$ cat src/rtl/aes_spi_pkg.sv
// aes_spi_pkg: FSM encoding and frame/counter sizing shared by the AES SPI front end.
package aes_spi_pkg;

    typedef enum logic [2:0] {
        IDLE      = 3'd0,
        SHIFT_IN  = 3'd1,
        START     = 3'd2,
        WAIT_CORE = 3'd3,
        SHIFT_OUT = 3'd4
    } state_t;

    localparam int FRAME_BITS = 256;

    // Counters must be able to hold the terminal value itself, hence +1.
    function automatic int cnt_width(input int max_count);
        return $clog2(max_count + 1);
    endfunction

    localparam int IN_CNT_W  = cnt_width(FRAME_BITS);
    localparam int OUT_CNT_W = cnt_width(FRAME_BITS / 2);

endpackage

$ cat src/rtl/aes_spi_sync.sv
// aes_spi_sync: multi-flop synchroniser for an asynchronous input with single-clk rise/fall pulses.
module aes_spi_sync #(
    parameter int STAGES = 2
) (
    input  logic clk,
    input  logic reset_n,
    input  logic d,
    output logic q,
    output logic rise,
    output logic fall
);

    logic [STAGES-1:0] sync_r;
    logic              edge_r;

    // synchroniser chain plus one trailing flop for edge detection
    always_ff @(posedge clk or negedge reset_n) begin
        if (!reset_n) begin
            sync_r <= {STAGES{1'b0}};
            edge_r <= 1'b0;
        end else begin
            sync_r <= {sync_r[STAGES-2:0], d};
            edge_r <= sync_r[STAGES-1];
        end
    end

    assign q    = sync_r[STAGES-1];
    assign rise = sync_r[STAGES-1] & ~edge_r;
    assign fall = ~sync_r[STAGES-1] & edge_r;

endmodule

$ cat src/rtl/aes_spi_frontend.sv
// aes_spi_frontend: SPI slave that loads plaintext+key, starts the AES core and shifts the result out.
// Define AES_SPI_FRONTEND_DEBUG_EN to expose debug_state and the sticky frame_err flag.
module aes_spi_frontend
    import aes_spi_pkg::*;
#(
    parameter int DATA_W      = 128,
    parameter int SYNC_STAGES = 2
) (
    input  logic              clk,
    input  logic              reset_n,
    input  logic              sck,
    input  logic              sdi,
    input  logic              load,
    output logic              sdo,
    output logic              done,
    output logic [DATA_W-1:0] plaintext,
    output logic [DATA_W-1:0] key,
    output logic              start,
    input  logic              core_done,
    input  logic [DATA_W-1:0] cyphertext
`ifdef AES_SPI_FRONTEND_DEBUG_EN
    ,
    output logic [3:0]        debug_state,
    output logic              frame_err
`endif
);

    localparam int FRAME_W = 2 * DATA_W;
    localparam int CNT_W   = cnt_width(FRAME_W);
    localparam int OCNT_W  = cnt_width(DATA_W);
    localparam logic [CNT_W-1:0]  FRAME_CNT = CNT_W'(FRAME_W);
    localparam logic [OCNT_W-1:0] LAST_OUT  = OCNT_W'(DATA_W - 1);

    logic sck_rise_s, sck_fall_s, load_rise_s, load_fall_s, sdi_s;
    logic unused_sck_s, unused_load_s, unused_sdi_rise_s, unused_sdi_fall_s;

    aes_spi_sync #(.STAGES(SYNC_STAGES)) u_sync_sck (
        .clk(clk), .reset_n(reset_n), .d(sck),
        .q(unused_sck_s), .rise(sck_rise_s), .fall(sck_fall_s)
    );

    aes_spi_sync #(.STAGES(SYNC_STAGES)) u_sync_load (
        .clk(clk), .reset_n(reset_n), .d(load),
        .q(unused_load_s), .rise(load_rise_s), .fall(load_fall_s)
    );

    aes_spi_sync #(.STAGES(SYNC_STAGES)) u_sync_sdi (
        .clk(clk), .reset_n(reset_n), .d(sdi),
        .q(sdi_s), .rise(unused_sdi_rise_s), .fall(unused_sdi_fall_s)
    );

    state_t              state_r;
    logic [CNT_W-1:0]    in_cnt_r;
    logic [FRAME_W-1:0]  shreg_r;
    logic [OCNT_W-1:0]   out_cnt_r;
    logic [DATA_W-1:0]   out_r;
    logic                sdo_r, done_r, start_r;
    logic [DATA_W-1:0]   plaintext_r, key_r;

    logic                shift_en_s;
    logic [CNT_W-1:0]    in_cnt_nxt_s;

    // inbound shift qualifier; the frame-length check uses the post-shift count
    always_comb begin
        shift_en_s   = 1'b0;
        in_cnt_nxt_s = in_cnt_r;
        if ((state_r == SHIFT_IN) && sck_rise_s && (in_cnt_r != FRAME_CNT)) begin
            shift_en_s   = 1'b1;
            in_cnt_nxt_s = in_cnt_r + CNT_W'(1);
        end else begin
            shift_en_s   = 1'b0;
            in_cnt_nxt_s = in_cnt_r;
        end
    end

    // frame FSM with all datapath registers and registered outputs
    always_ff @(posedge clk or negedge reset_n) begin
        if (!reset_n) begin
            state_r     <= IDLE;
            in_cnt_r    <= {CNT_W{1'b0}};
            shreg_r     <= {FRAME_W{1'b0}};
            out_cnt_r   <= {OCNT_W{1'b0}};
            out_r       <= {DATA_W{1'b0}};
            sdo_r       <= 1'b0;
            done_r      <= 1'b0;
            start_r     <= 1'b0;
            plaintext_r <= {DATA_W{1'b0}};
            key_r       <= {DATA_W{1'b0}};
        end else begin
            start_r <= 1'b0;
            case (state_r)
                IDLE: begin
                    if (load_rise_s) begin
                        in_cnt_r <= {CNT_W{1'b0}};
                        state_r  <= SHIFT_IN;
                    end
                end
                SHIFT_IN: begin
                    if (shift_en_s) begin
                        shreg_r <= {shreg_r[FRAME_W-2:0], sdi_s};
                    end
                    in_cnt_r <= in_cnt_nxt_s;
                    if (load_fall_s) begin
                        state_r <= (in_cnt_nxt_s == FRAME_CNT) ? START : IDLE;
                    end
                end
                START: begin
                    plaintext_r <= shreg_r[FRAME_W-1:DATA_W];
                    key_r       <= shreg_r[DATA_W-1:0];
                    start_r     <= 1'b1;
                    state_r     <= WAIT_CORE;
                end
                WAIT_CORE: begin
                    if (core_done) begin
                        out_r     <= cyphertext;
                        sdo_r     <= cyphertext[DATA_W-1];
                        out_cnt_r <= {OCNT_W{1'b0}};
                        done_r    <= 1'b1;
                        state_r   <= SHIFT_OUT;
                    end
                end
                SHIFT_OUT: begin
                    if (load_rise_s) begin
                        // a new frame pre-empts the remaining read-out
                        done_r   <= 1'b0;
                        sdo_r    <= 1'b0;
                        in_cnt_r <= {CNT_W{1'b0}};
                        state_r  <= SHIFT_IN;
                    end else if (sck_fall_s) begin
                        out_r     <= {out_r[DATA_W-2:0], 1'b0};
                        sdo_r     <= out_r[DATA_W-2];
                        out_cnt_r <= out_cnt_r + OCNT_W'(1);
                        if (out_cnt_r == LAST_OUT) begin
                            done_r  <= 1'b0;
                            state_r <= IDLE;
                        end
                    end
                end
                default: begin
                    state_r <= IDLE;
                end
            endcase
        end
    end

    assign sdo       = sdo_r;
    assign done      = done_r;
    assign start     = start_r;
    assign plaintext = plaintext_r;
    assign key       = key_r;

`ifdef AES_SPI_FRONTEND_DEBUG_EN
    logic frame_err_r;

    // sticky short-frame flag, cleared when a good frame is committed
    always_ff @(posedge clk or negedge reset_n) begin
        if (!reset_n) begin
            frame_err_r <= 1'b0;
        end else if (state_r == START) begin
            frame_err_r <= 1'b0;
        end else if ((state_r == SHIFT_IN) && load_fall_s && (in_cnt_nxt_s != FRAME_CNT)) begin
            frame_err_r <= 1'b1;
        end
    end

    assign debug_state = {1'b0, state_r};
    assign frame_err   = frame_err_r;
`endif

endmodule

$ cat config.mk
export PLATFORM = sky130hd
export DESIGN_NAME = aes_spi_frontend
export DESIGN_NICKNAME = d
export VERILOG_FILES = /design/src/rtl/aes_spi_pkg.sv /design/src/rtl/aes_spi_sync.sv /design/src/rtl/aes_spi_frontend.sv
export SDC_FILE = /design/constraint.sdc
export NUM_CORES = 1
export LEC_CHECK = 0
export BUFFER_PORTS_ARGS = -buffer_cell sky130_fd_sc_hd__buf_2
export CELL_PAD_IN_SITES_DETAIL_PLACEMENT = 0
export CELL_PAD_IN_SITES_GLOBAL_PLACEMENT = 1
export CORE_ASPECT_RATIO = 0.9
export CORE_UTILIZATION = 46
export DETAILED_ROUTE_END_ITERATION = 7
export GPL_TIMING_DRIVEN = 0
export PLACE_DENSITY_LB_ADDON = 0.1
export SKIP_LAST_GASP = 1
export SYNTH_ARGS = -nofsm -noshare
export SYNTH_HDL_FRONTEND = slang
export SYNTH_SLANG_ARGS = --single-unit
$ cat constraint.sdc
create_clock -name clk -period 2.9 [get_ports clk]
set_input_delay 0.725 -clock clk [delete_from_list [all_inputs] [get_ports clk]]
set_output_delay 0.725 -clock clk [all_outputs]
set_load 0.005 [all_outputs]
== Word level (Yosys, flattened, before mapping) ==
Index checks and enable logic that the tools add are counted.

* Muxes and demuxes: 30
* Reductions and logical operators: 12
* Equal/unequal tests: 15
* Bitwise gates (word level): 8
* Add/sub/neg operators: 2

{| class="wikitable"
|+ Operators by type and width
! operator !! count
|-
| $mux W127 || 3
|-
| $pmux W127 S2 || 1
|-
| $mux W8 || 3
|-
| $mux W3 || 6
|-
| $mux W9 || 2
|-
| $pmux W9 S2 || 1
|-
| $pmux W8 S2 || 1
|-
| $pmux W3 S5 || 1
|-
| $ne A2 B2 Y1 const B || 5
|-
| $add A9 B1 Y9 const B || 1
|-
| $eq A9 B9 Y1 const B || 1
|-
| $mux W1 || 9
|-
| $ne A9 B9 Y1 const B || 1
|-
| $add A8 B1 Y8 const B || 1
|-
| $eq A8 B7 Y1 const B || 1
|-
| $reduce_and A4 Y1 || 2
|-
| $eq A3 B2 Y1 const B || 2
|-
| $ne A3 B3 Y1 const B || 2
|-
| $reduce_and A5 Y1 || 1
|-
| $and A1 B1 Y1 || 4
|-
| $not A1 Y1 || 4
|-
| $pmux W1 S2 || 2
|-
| $reduce_and A2 Y1 || 2
|-
| $reduce_bool A2 Y1 || 2
|-
| other kinds (8) || 9
|}

* Register bits after elaboration: 670
* Output and inout bits: 259

== Longest topological paths before layout ==
* Word-level depth: 9
* Gate-level depth with buffers: 9

== Modules after synthesis ==
Synthesis repeated with hierarchy kept, for this count alone.

* Cell total of the unflattened synthesis: 2347
* Area, all modules: 26516.7 um^2

{| class="wikitable"
|+ Modules (own cells, without submodules)
! module !! cells each !! instances !! sequential area each (um^2) !! area an instance (um^2)
|-
| aes_spi_frontend || 2332 || 1 || 16565.9 || 26246.4
|-
| aes_spi_sync || 5 || 3 || 75.1 || 90.1
|}

== Least setup slack after synthesis ==
No wires, ideal clock.

* Kind: reg2reg
* From: register state_r[1]
* To: register shreg_r[139]
* Required time: 2.775 ns
* Clock period less this slack: 2.247 ns
* Setup slack: 0.653 ns
* Buffers on the path: 4
* Setup time: 0.125 ns
* Stages on the path, launching flop included: 8
* Arrival time: 2.123 ns
* Cells stage by stage: dfrtp_1 buf_2 or3b_1 buf_2 a2111oi_4 buf_2 buf_2 mux2_2

* Word-level cells in the longest chain between the ends: 5

{| class="wikitable"
|+ RTL lines
! what !! RTL line !! source
|-
| from (decl) || aes_spi_frontend.sv:52 || <nowiki>state_t state_r;</nowiki>
|-
| from (signal assigned) || aes_spi_frontend.sv:104 || <nowiki>state_r <= (in_cnt_nxt_s == FRAME_CNT) ? START : IDLE;</nowiki>
|-
| $eq A3 B1 Y1 * || aes_spi_frontend.sv:67, aes_spi_frontend.sv:91 ||
|-
| $logic_and A1 B1 Y1 (2 in series) || aes_spi_frontend.sv:67 || <nowiki>if ((state_r == SHIFT_IN) && sck_rise_s && (in_cnt_r != FRAME_CNT)) begin</nowiki>
|-
| $mux W1 || aes_spi_frontend.sv:67 ||
|-
| $reduce_and A2 Y1 (no source line) * || n/a ||
|-
| to (signal assigned) || aes_spi_frontend.sv:81 || <nowiki>shreg_r <= {FRAME_W{1'b0}};</nowiki>
|-
| to (signal assigned) || aes_spi_frontend.sv:100 || <nowiki>shreg_r <= {shreg_r[FRAME_W-2:0], sdi_s};</nowiki>
|-
| to (decl) || aes_spi_frontend.sv:54 || <nowiki>logic [FRAME_W-1:0] shreg_r;</nowiki>
|}

Mark *: on every way between the ends. The rest lies on a longest branch, timed or not.
A chain may end at the register's enable or synchronous reset.

== Worst setup path in the final report ==
* From: register state_r[0]
* To: register key_r[120] (netlist: key[120])

* Word-level cells in the longest chain between the ends: 1

{| class="wikitable"
|+ RTL lines
! what !! RTL line !! source
|-
| $eq A3 B2 Y1 || aes_spi_frontend.sv:91 || <nowiki>case (state_r)</nowiki>
|-
| to (signal assigned) || aes_spi_frontend.sv:88 || <nowiki>key_r <= {DATA_W{1'b0}};</nowiki>
|-
| to (signal assigned) || aes_spi_frontend.sv:109 || <nowiki>key_r <= shreg_r[DATA_W-1:0];</nowiki>
|-
| to (decl) || aes_spi_frontend.sv:58 || <nowiki>logic [DATA_W-1:0] plaintext_r, key_r;</nowiki>
|}

No other way between the ends.

==> metrics.md <==
| Metric | Value |
|---|---|
| Share of flip-flops with an asynchronous set or reset | `100%` |
| Hold Buf Count CTS | `0` |
| Worst EP required | `3.37 ns` |
| FF-to-FF End | `key[120]` |
| Via density | `5.10` |
| Synth top area cells | `dfrtp_1, mux2_2, nand2_1, a31oi_1, nor2_1` |
| Post-DP Area | `29,100 um2` |
| Global route overflow | `0` |
| Post-synthesis sequential area ratio | `64.4%` |
| Core area | `55,800 um2` |
| Overall routing resource usage | `20.3%` |
| RR Startpoint | `state_r[0]` |
| Fin crit share | `92.3%` |
| GRT met3 Usage | `5.21%` |
| GRT met2 Usage | `31.0%` |
| Worst Hold Class | `in -> async` |
| CP Max Fanout | `10` |
| Final Instance Area | `31,600 um2` |
| Slew @ Worst Pin | `0.868 ns` |
| Area Growth Syn to Fin | `21.3%` |
| Layout Cells excl Fill | `3,215` |
| Die height | `228 um` |
| Initial antenna violation count | `12` |
| Clk_skew | `0.0150 ns` |
| Layout cells sized above 1 | `43.4%` |
| Number of buffers created by CTS | `69` |
| Crit path setup slack, layout | `0.224 ns` |
| Yosys Warn Count | `0` |
| Crit. End Element | `flop` |
| Syn nets | `2,070` |
| Die width | `253 um` |
| H-tree Lvls | `3` |
| CTS sink count | `670` |
| PD cells | `670 nW/um2` |
| Clk slew on worst S/H paths | `0.06 ns` |
| Drt drc | `0` |
| Final wirelength | `56.4 mm` |
| Die area | `57,600 um2` |
| CTS tree | `done` |
| Largest net degree at the start of global routing | `127` |
| Final setup viols | `0` |
| Initial core utilization | `46.7%` |
| Worst skew pair latency | `0.60 ns` |
| Detailed-placement wirelength estimate | `39.6 mm` |
| Site Rows | `82` |
| Drt wl/cell | `17.5 um` |
| Leakage power | `16.5 nW` |
| Post-synthesis instance total | `1,933` |
| Max-slew violations | `0` |
| Gr busiest metal | `met2` |
| Initial DRC count | `969` |
| Clock root cell | `clkbuf_16` |
| Synth Flop Type | `dfrtp_1` |
| CTS max path bufs | `3` |
| CP endpoint | `key[120]` |
| # IOs | `393` |
| Area share of the leading cell type in the synthesized netlist | `64.4%` |
| Top cell type by total area after synthesis | `dfrtp_1` |
| Reg2Reg Setup Slack | `0.22 ns` |
| Vias in the first global route | `16,900` |
| GR Util met1 | `28.3%` |
| Slew Limit Headroom | `42.0%` |
| Crit path launch | `state_r[0]` |
| Count leader, synth | `dfrtp_1` |
| Via count | `16,400` |
| Post-synth top cells | `dfrtp_1, mux2_2, nand2_1, nor2_1, a31oi_1` |
| RSZ-0062 raised after global routing | `no` |
| Register-to-Register Path Depth | `5` |
| Number of flops mapped to enable cells by yosys | `0` |
| Pre-CTS WS | `-0.255 ns` |
| I/O Buffers | `392` |
| CP Launch Type | `flop` |
| Mapped Area | `26,000 um2` |
| Gpl congestion | `0.801` |
| Library cells used by synthesis | `42` |
| Peak supply drop | `0.498 mV` |
| Status | `completed` |
| Final Hold Viols | `0` |
| Path type of the worst setup path | `reg -> reg` |
| Fmax | `374 MHz` |
| Nets | `2,539` |
| Worst EP arrival | `3.15 ns` |
| Total power | `21.2 mW` |
| Final ANT Viol Nets | `0` |
| First-pass GRT wire length | `92.8 mm` |
| Post-Place Cells | `3,087` |
| Syn Area/Cell | `13.5 um2` |
| Router iterations before antenna repair | `5` |
| Yosys reg bits | `670` |
| Final critical-path required period | `2.68 ns` |
| Total of max-cap violations | `0` |
how the worst min path moves through the flow:
| stage | to | slack, ns | cells past startpoint |
|---|---|---|---|
| finish | plaintext[54] | 0.08 | 1 |
| CTS | shreg_r[168] | 0.06 | 1 |
| floorplan | u_sync_load.sync_r[1] | 0.33 | 0 |
| global placement | u_sync_sck.sync_r[1] | 0.34 | 0 |
| detailed placement | u_sync_sdi.sync_r[1] | 0.34 | 0 |
| global route | shreg_r[181] | 0.08 | 1 |
flip-flops by register name (all words and copies together), names as in the netlist:
name                cells
plaintext             128
u_sync_sck.edge_r       1
u_sync_sdi.sync_r       2
u_sync_load.sync_r      2
key                   128
state_r                 3
shreg_r               256
u_sync_load.edge_r      1
u_sync_sck.sync_r       2
sdo                     1
start                   1
in_cnt_r                9
out_r                 127
done                    1
out_cnt_r               8
layout by cell type (no fill, tap or decap), drive strengths merged, types with 2 or more instances in the layout:
cell type / n
nand4: 2
dfrtp: 670
xnor2: 3
mux2i: 2
nor3b: 3
nand2: 269
or3: 3
xor2: 4
clkinvlp: 2
mux2: 513
a31o: 2
and4b: 2
inv: 8
nor2b: 3
a211oi: 2
nand3: 6
nor2: 137
clkbuf: 185
a22o: 2
o21ai: 12
o31ai: 5
a31oi: 128
nand3b: 2
ha: 3
diode: 2
a21oi: 12
buf: 432
nor4b: 3
clkinv: 16
nor3: 6
bufinv: 7
and3: 2
timing repair:
item | in CTS | in global routing
endpoints found under the setup margin | 220 | 5
cloned | 0 | 0
gates resized for setup | 1 | 2
buffers inserted | 0 | 0
area by class of cell:
cell class | instances | area, um2
fill | 4733 | 24200
sequential | 670 | 16800
multi-input combinational | 1137 | 8750
timing repair buffer | 398 | 2140
clock buffer | 100 | 2110
tap | 756 | 946
buffer | 119 | 517
clock inverter | 26 | 340
inverter | 7 | 26.3
antenna | 2 | 5.00
layer usage:
metal  up-vias  wire, um
met1      8249     25500
li1       7659         -
met5         -       136
met2       354     26200
met3       115      3100
met4        20      1460
critical path, cell delays in order (launching register included):
cell and delay (ns):
dfrtp_1 0.35, buf_2 0.16, nor3b_2 0.44, clkbuf_1 0.64, clkbuf_1 0.54, mux2_2 0.41
per-stage QoR:
step	hold slack [ns]	utilization (%)	setup TNS (ns)
6_report	0.0767	56.6	0
3_5_place_dp	0.340	52.2	-28.21
5_1_grt	0.0798	56.6	0
3_3_place_gp	0.338	51.9	-8454.65
4_1_cts	0.0603	56.6	0
2_1_floorplan	0.331	-	0
cells by family after synthesis:
family                   after synthesis  synth area share [%]
flip-flops                           670                  64.4
AO/OA/AOI/OAI                        169                  4.12
buffers and inverters                126                  2.08
adder cells (fa/ha/maj)                3                 0.144
XOR/XNOR                               7                 0.235
AND/OR/NAND/NOR                      443                  6.80
multiplexers                         515                  22.3
power breakdown:
group | leakage (nW) | internal (mW) | switching [mW]
clock network | 1.21 | 5.70 | 3.68
logic | 6.21 | 0.693 | 0.810
registers | 9.06 | 9.96 | 0.347
Power figures use the tool's default switching activity.
